<file path="src/rtl/forwarding_scoreboard.sv">
// ---------------------------------------------------------------------------
// forwarding_scoreboard
//
// Tracks register writes that have left EXE in a shift pipeline of
// NUM_STAGES records (stage 1 = MEM, stage NUM_STAGES = WB). For each
// source operand of the instruction in EXE it selects the youngest producer
// to forward from, or requests a stall when the youngest producer's data is
// not yet available. It also keeps a saturating count of stalled cycles.
//
// Ports
//   clk                  rising-edge clock
//   rst                  asynchronous active-high reset
//   forwarding_enable_i  1 = forward, 0 = stall until the producer retires
//   freeze_i             global hold: records and counter keep their value
//   flush_i              squash the instruction in EXE
//   issue_valid_i        EXE instruction is valid
//   issue_wb_en_i        EXE instruction writes a register
//   issue_dest_i         EXE destination register
//   issue_is_load_i      EXE instruction is a memory load
//   src_addr_i           operand i at [i*REG_ADDR_W +: REG_ADDR_W]
//   src_used_i           operand i actually reads a register
//   sel_op_o             per-operand select: 0 = register file, k = stage k
//   stall_o              hold EXE and earlier stages, insert a bubble
//   stall_cycles_o       saturating stalled-cycle count
// ---------------------------------------------------------------------------
module forwarding_scoreboard #(
    parameter int REG_ADDR_W       = 4,
    parameter int NUM_SRC          = 2,
    parameter int NUM_STAGES       = 2,
    parameter int LOAD_READY_STAGE = 2,
    parameter int SEL_W            = 3,
    parameter int CNT_W            = 16
) (
    input  logic                          clk,
    input  logic                          rst,
    input  logic                          forwarding_enable_i,
    input  logic                          freeze_i,
    input  logic                          flush_i,
    input  logic                          issue_valid_i,
    input  logic                          issue_wb_en_i,
    input  logic [REG_ADDR_W-1:0]         issue_dest_i,
    input  logic                          issue_is_load_i,
    input  logic [NUM_SRC*REG_ADDR_W-1:0] src_addr_i,
    input  logic [NUM_SRC-1:0]            src_used_i,
    output logic [NUM_SRC*SEL_W-1:0]      sel_op_o,
    output logic                          stall_o,
    output logic [CNT_W-1:0]              stall_cycles_o
);

    // Post-EXE records, index 1 is the youngest.
    logic [NUM_STAGES:1]   valid_q, valid_d;
    logic [NUM_STAGES:1]   wb_en_q, wb_en_d;
    logic [NUM_STAGES:1]   is_load_q, is_load_d;
    logic [REG_ADDR_W-1:0] dest_q [1:NUM_STAGES];
    logic [REG_ADDR_W-1:0] dest_d [1:NUM_STAGES];
    logic [CNT_W-1:0]      cnt_q, cnt_d;

    logic [NUM_SRC-1:0]    hit;
    logic [NUM_SRC-1:0]    hit_load;
    logic [SEL_W-1:0]      hit_k [NUM_SRC];
    logic [NUM_SRC-1:0]    stall_req;

    // Scan oldest to youngest so the youngest matching producer is the one
    // left in hit_k / hit_load.
    always_comb begin
        hit      = '0;
        hit_load = '0;
        for (int i = 0; i < NUM_SRC; i++) begin
            hit_k[i] = '0;
        end
        for (int i = 0; i < NUM_SRC; i++) begin
            for (int k = NUM_STAGES; k >= 1; k--) begin
                if (valid_q[k] && wb_en_q[k] && src_used_i[i] &&
                    (dest_q[k] == src_addr_i[i*REG_ADDR_W +: REG_ADDR_W])) begin
                    hit[i]      = 1'b1;
                    hit_k[i]    = SEL_W'(k);
                    hit_load[i] = is_load_q[k];
                end
            end
        end
    end

    always_comb begin
        sel_op_o  = '0;
        stall_req = '0;
        for (int i = 0; i < NUM_SRC; i++) begin
            if (forwarding_enable_i) begin
                if (hit[i]) begin
                    // A load result only exists from LOAD_READY_STAGE onward.
                    if (hit_load[i] && (int'(hit_k[i]) < LOAD_READY_STAGE)) begin
                        stall_req[i] = 1'b1;
                    end else begin
                        sel_op_o[i*SEL_W +: SEL_W] = hit_k[i];
                    end
                end
            end else begin
                stall_req[i] = hit[i];
            end
        end
    end

    // Flush wins over a hazard: a squashed instruction never stalls.
    assign stall_o        = (|stall_req) & issue_valid_i & ~flush_i;
    assign stall_cycles_o = cnt_q;

    always_comb begin
        valid_d   = valid_q;
        wb_en_d   = wb_en_q;
        is_load_d = is_load_q;
        dest_d    = dest_q;
        cnt_d     = cnt_q;
        if (!freeze_i) begin
            for (int k = NUM_STAGES; k >= 2; k--) begin
                valid_d[k]   = valid_q[k-1];
                wb_en_d[k]   = wb_en_q[k-1];
                is_load_d[k] = is_load_q[k-1];
                dest_d[k]    = dest_q[k-1];
            end
            if (stall_o || flush_i) begin
                valid_d[1]   = 1'b0;
                wb_en_d[1]   = 1'b0;
                is_load_d[1] = 1'b0;
                dest_d[1]    = '0;
            end else begin
                valid_d[1]   = issue_valid_i;
                wb_en_d[1]   = issue_wb_en_i;
                is_load_d[1] = issue_is_load_i;
                dest_d[1]    = issue_dest_i;
            end
            if (stall_o && (cnt_q != '1)) begin
                cnt_d = cnt_q + CNT_W'(1);
            end
        end
    end

    always_ff @(posedge clk or posedge rst) begin
        if (rst) begin
            valid_q   <= '0;
            wb_en_q   <= '0;
            is_load_q <= '0;
            for (int k = 1; k <= NUM_STAGES; k++) begin
                dest_q[k] <= '0;
            end
            cnt_q     <= '0;
        end else begin
            valid_q   <= valid_d;
            wb_en_q   <= wb_en_d;
            is_load_q <= is_load_d;
            dest_q    <= dest_d;
            cnt_q     <= cnt_d;
        end
    end

endmodule

</file>
<file path="config.mk">
export PLATFORM = sky130hd
export DESIGN_NAME = forwarding_scoreboard
export DESIGN_NICKNAME = d
export VERILOG_FILES = /design/src/rtl/forwarding_scoreboard.sv
export SDC_FILE = /design/constraint.sdc
export NUM_CORES = 1
export LEC_CHECK = 0
export CELL_PAD_IN_SITES_DETAIL_PLACEMENT = 2
export CELL_PAD_IN_SITES_GLOBAL_PLACEMENT = 2
export CORE_ASPECT_RATIO = 0.7
export CORE_MARGIN = 2
export CORE_UTILIZATION = 29
export CTS_BUF_LIST = sky130_fd_sc_hd__clkbuf_8 sky130_fd_sc_hd__clkbuf_16
export DETAILED_ROUTE_END_ITERATION = 8
export GPL_TIMING_DRIVEN = 0
export PLACE_DENSITY_LB_ADDON = 0.1
export SLEW_MARGIN = 0
export SYNTH_ARGS = -nofsm -noshare
export SYNTH_HDL_FRONTEND = slang
export SYNTH_SLANG_ARGS = --single-unit
</file>
<file path="constraint.sdc">
create_clock -name clk -period 2.3 [get_ports clk]
set_input_delay 0.345 -clock clk [delete_from_list [all_inputs] [get_ports clk]]
set_output_delay 0.345 -clock clk [all_outputs]
set_load 0.005 [all_outputs]
</file>
# After elaboration in Yosys (flattened, before gate mapping)
# Cells that the tools add are included.
# totals
ram_bits	0
reg_bits	30
n_memories	0
in_bits	22
out_inout_bits	23
mem_bits_ro	0
latch_bits	0
# op_classes
bitwise_logic	4
multipliers	0
n_reduce_logical	16
order_cmp	2
muxes	28
n_shift	0
add_sub_neg	1
div	0
eq_ne	5
# op_table
operator	count
two-way mux 3 bit	8
two-way mux 1 bit	17
adder 16 x 1 -> 16 bit (second input constant)	1
equality test 4 bit	4
inequality test 16 bit (second input constant)	1
logical AND 1 bit	13
< comparator 3 x 2 -> 1 bit (second input constant)	2
two-way mux 2 bit	2
two-way mux 4 bit	1
bitwise AND 1 bit	2
NOT 1 bit	2
AND reduction 2 bit	1
OR reduction 2 bit	1
logical OR 1 bit	1

# Logic depth before layout (Yosys ltp)
# logic_depth
word_depth	15
ltp_mapped	7
depth_no_buf	6

# Worst setup path after synthesis
# OpenSTA, ideal clock, no wires.
# synth_path
path_kind	flip-flop to output port
from	reg dest_q[1] (netlist name)
to	out stall_o
arrival_ns	1.738
setup_slack_ns	0.217
path_stages_with_launch	6
cell_sequence	dfrtp_1 xor2_1 or4_4 a32oi_4 buf_6 nor2b_1
# synth_between
elab_chain_len	12
word_cells_on_any_way	29
cone_classes	order compare (2); eq/ne (2); mux (18); bitwise (2); reduce/logical (5)
# synth_rtl
item	line_no	source
start, declared	54	logic [REG_ADDR_W-1:0] dest_q [1:NUM_STAGES];
start signal, assigned	149	dest_q <= dest_d;
equality test 4 bit	74	(dest_q[k] == src_addr_i[i*REG_ADDR_W +: REG_ADDR_W])) begin
logical AND 1 bit	73	if (valid_q[k] && wb_en_q[k] && src_used_i[i] &&
two-way mux 2 bit	73	
two-way mux 3 bit	73	
< comparator 3 x 2 -> 1 bit	90	if (hit_load[i] && (int'(hit_k[i]) < LOAD_READY_STAGE)) begin
logical AND 1 bit	90	
two-way mux 1 bit	90	
two-way mux 1 bit	88	if (hit[i]) begin
two-way mux 1 bit	87	if (forwarding_enable_i) begin
OR reduction 2 bit (*)	103	assign stall_o = (|stall_req) & issue_valid_i & ~flush_i;
bitwise AND 1 bit (*) (2 in series)	103	
end, declared	46	output logic stall_o,
# Every way passes the cells marked *; elsewhere a longest branch is shown, timed or not.

# Worst setup path in the final report
# Ends and elaborated chain as after synthesis.

==> reports/qor.txt <==
status = complete, but fails checks
failing checks = negative setup slack
Worst Hold Class = reg2reg
hold-fix buffers at CTS = 0
FFs w/ async S/R, synth = 1.00
Remaining Overflow, GRT = 0
Crit Path Category = reg2out
Clock transition at path regs = 0.06 ns
PD cells = 492 nW/µm²
WP data arrival = 2.06 ns
initial core utilization = 0.302
Final setup viols = 1
placer congestion estimate = 0.794
area grow syn2layout = 47.1%
count of buffers from port buffering = 41
mapped cell area = 1600 µm²
DRC Markers = 0
CTS buffer count = 5
Max Clock Skew = 0.00696 ns
crit path capture type = output pin
Hold Path Depth = 1
Yosys reg bits = 29
drt total wl = 4980 µm
final period utilization = 1.05
YS warnings = 0
syn avg cell area = 10.7 µm²
post-route setup slack = -0.106 ns
Setup crit start = dest_q[1]$_DFFE_PP0N_
Routed wire per std cell = 17.5 µm
die area = 6130 µm²
top post-synthesis cells by area = dfrtp_1, xnor2_1, xor2_1
post-place setup slack = -1.05 ns
number of synthesized flops with an enable pin = 0
Max IR drop VDD = 0.256 mV
share of cells above drive strength 1 = 0.231
required time worst endpoint = 1.96 ns
timing endpoint of the critical path = stall_o
first-pass GRT wire length = 7950 µm
# rows = 22
final hold violation count = 0
antenna violations before repair = 0
Die X = 92.7 µm
vias in the first global route = 1,513
MaxCap Viol Count = 0
most common cell in the netlist = dfrtp_1
Pre-Repair DR Iteration Count = 4
core area = 5290 µm²
Fmax = 0.416 GHz
LEAKAGE = 1.04 nW
DP HPWL = 3610 µm
ant diodes = 0
FF-to-FF Start = dest_q[6]$_DFFE_PP0N_
Post-Syn Instances = 149
Synth top cells by count = dfrtp_1, xnor2_1, nand3_1
top-area cell type share of the netlist area = 0.454
die height = 66.1 µm
largest net degree at the start of global routing = 30
Via Count = 1,375
vias per cell = 4.84
H-tree Lvls = 2
IO Pins = 45
GRT Total Usage = 0.173
sequential share of the synthesized area = 0.454
Max-slew headroom = 0.248
number of nets still failing antenna checks after routing = 0
CP Max Fanout = 3
Worst setup SP type = flop
Worst Max-Slew Pin Slew = 1.13 ns
pins over their slew limit = 0
R2R Setup Slk = 0.07 ns
Layout Nets = 235
min Tclk post-route = 2.41 ns
synth unique cells = 35
Worst R2R End = dest_q[5]$_DFFE_PP0N_
CTS tree = built
Yosys top cell by area = dfrtp_1
RSZ-0062 raised after global routing = true
clock sinks = 29
hold_ws = 0.491 ns
Clock Latency Late Sink = 0.28 ns
r2r worst-path depth = 8
root buffer cell = clkbuf_8
initial DRC count = 28
Main synth FF type = dfrtp_1
Max clock buf depth = 2
cells by family (layout without fill, tap and decap cells):
family                   Yosys count  after routing  share of synthesized area
AND/OR/NAND/NOR                   60             60                      0.216
XOR/XNOR                          31             31                      0.170
flip-flops                        29             29                      0.454
AO/OA/AOI/OAI                     12             12                     0.0720
buffers and inverters              8             70                     0.0282
multiplexers                       7              7                     0.0493
adder cells (fa/ha/maj)            1              1                    0.00783
other                              1              2                    0.00235
report_power, final:
| part | switching [mW] | leakage (nW) | internal (mW) | total, mW |
|---|---|---|---|---|
| sequential | 0.0257 | 0.389 | 0.533 | 0.559 |
| clock | 0.189 | 0.0485 | 0.232 | 0.422 |
| combinational | 0.0815 | 0.603 | 0.0946 | 0.176 |
| total | 0.296 | 1.04 | 0.860 | 1.16 |
routing by layer:
| layer | vias to the layer above | routed length, µm | global-route usage |
|---|---|---|---|
| li1 | 659 | - | - |
| met1 | 684 | 2380 | 0.239 |
| met2 | 28 | 2330 | 0.270 |
| met3 | 4 | 240 | 0.0479 |
| met4 | 0 | 36 | 0.0441 |
| met5 | - | 0 | 0 |
critical path, stage by stage, from the launching register on:
cell and delay [ns]:
dfrtp_1 0.42, xor2_1 0.16, or4_4 0.57, a32oi_4 0.27, buf_6 0.13, nor2b_4 0.12, buf_2 0.12
registers in the layout, summed over array words and instances (netlist names):
name            cells
stall_cycles_o     16
dest_q              8
valid_q             2
wb_en_q             2
is_load_q           1
stage by stage:
step                instances  TNS, ns  cell area (µm²)  power [mW]   util
floorplan                 150        0             1600       0.643      -
global placement          263    -7.64             2100       0.709  0.398
detailed placement        263   -10.41             2100       0.718  0.398
CTS                       277   -0.737             2270        1.15  0.430
global route              284   -0.831             2350        1.21  0.445
finish                    284   -0.106             2350        1.16  0.445
cell usage in the layout, fill, tap and decap left out, types with 4 or more instances in the layout:
| cell type | instances |
|---|---|
| a22o_1 | 6 |
| and3_1 | 6 |
| buf_4 | 16 |
| clkbuf_8 | 6 |
| clkdlybuf4s50_1 | 29 |
| dfrtp_1 | 26 |
| dlygate4sd2_1 | 9 |
| inv_1 | 4 |
| mux2_2 | 6 |
| nand2_1 | 7 |
| nand3_1 | 13 |
| nand4_1 | 9 |
| nor2_1 | 6 |
| xnor2_1 | 18 |
| xnor2_2 | 4 |
| xor2_1 | 9 |
worst min-delay path by stage:
stage                             startpoint                             to  slack, ns
6_report       stall_cycles_o[6]$_DFFE_PP0P_  stall_cycles_o[6]$_DFFE_PP0P_       0.49
5_1_grt        stall_cycles_o[6]$_DFFE_PP0P_  stall_cycles_o[6]$_DFFE_PP0P_       0.52
4_1_cts        stall_cycles_o[6]$_DFFE_PP0P_  stall_cycles_o[6]$_DFFE_PP0P_       0.49
3_5_place_dp   stall_cycles_o[6]$_DFFE_PP0P_  stall_cycles_o[6]$_DFFE_PP0P_       0.49
2_1_floorplan                            rst          dest_q[0]$_DFFE_PP0N_       0.42
3_3_place_gp   stall_cycles_o[6]$_DFFE_PP0P_  stall_cycles_o[6]$_DFFE_PP0P_       0.47
what timing repair did:
| item | CTS | global route |
|---|---|---|
| gates cloned | 0 | 0 |
| pin swaps | 9 | 7 |
| gates resized for setup | 27 | 5 |
| endpoints found under the setup margin | 25 | 20 |
| buffers inserted | 7 | 7 |
area by class of cell:
| cell class | instances | area, µm² |
|---|---|---|
| inverters | 3 | 11.3 |
| clock buffers | 6 | 82.6 |
| fillers | 572 | 2940 |
| plain buffers | 5 | 33.8 |
| clock inverters | 1 | 3.75 |
| multi-input cells | 113 | 902 |
| well taps | 72 | 90.1 |
| repair buffers | 55 | 497 |
| flip-flops and latches | 29 | 729 |
No activity file was read; power rests on OpenSTA's default activity.
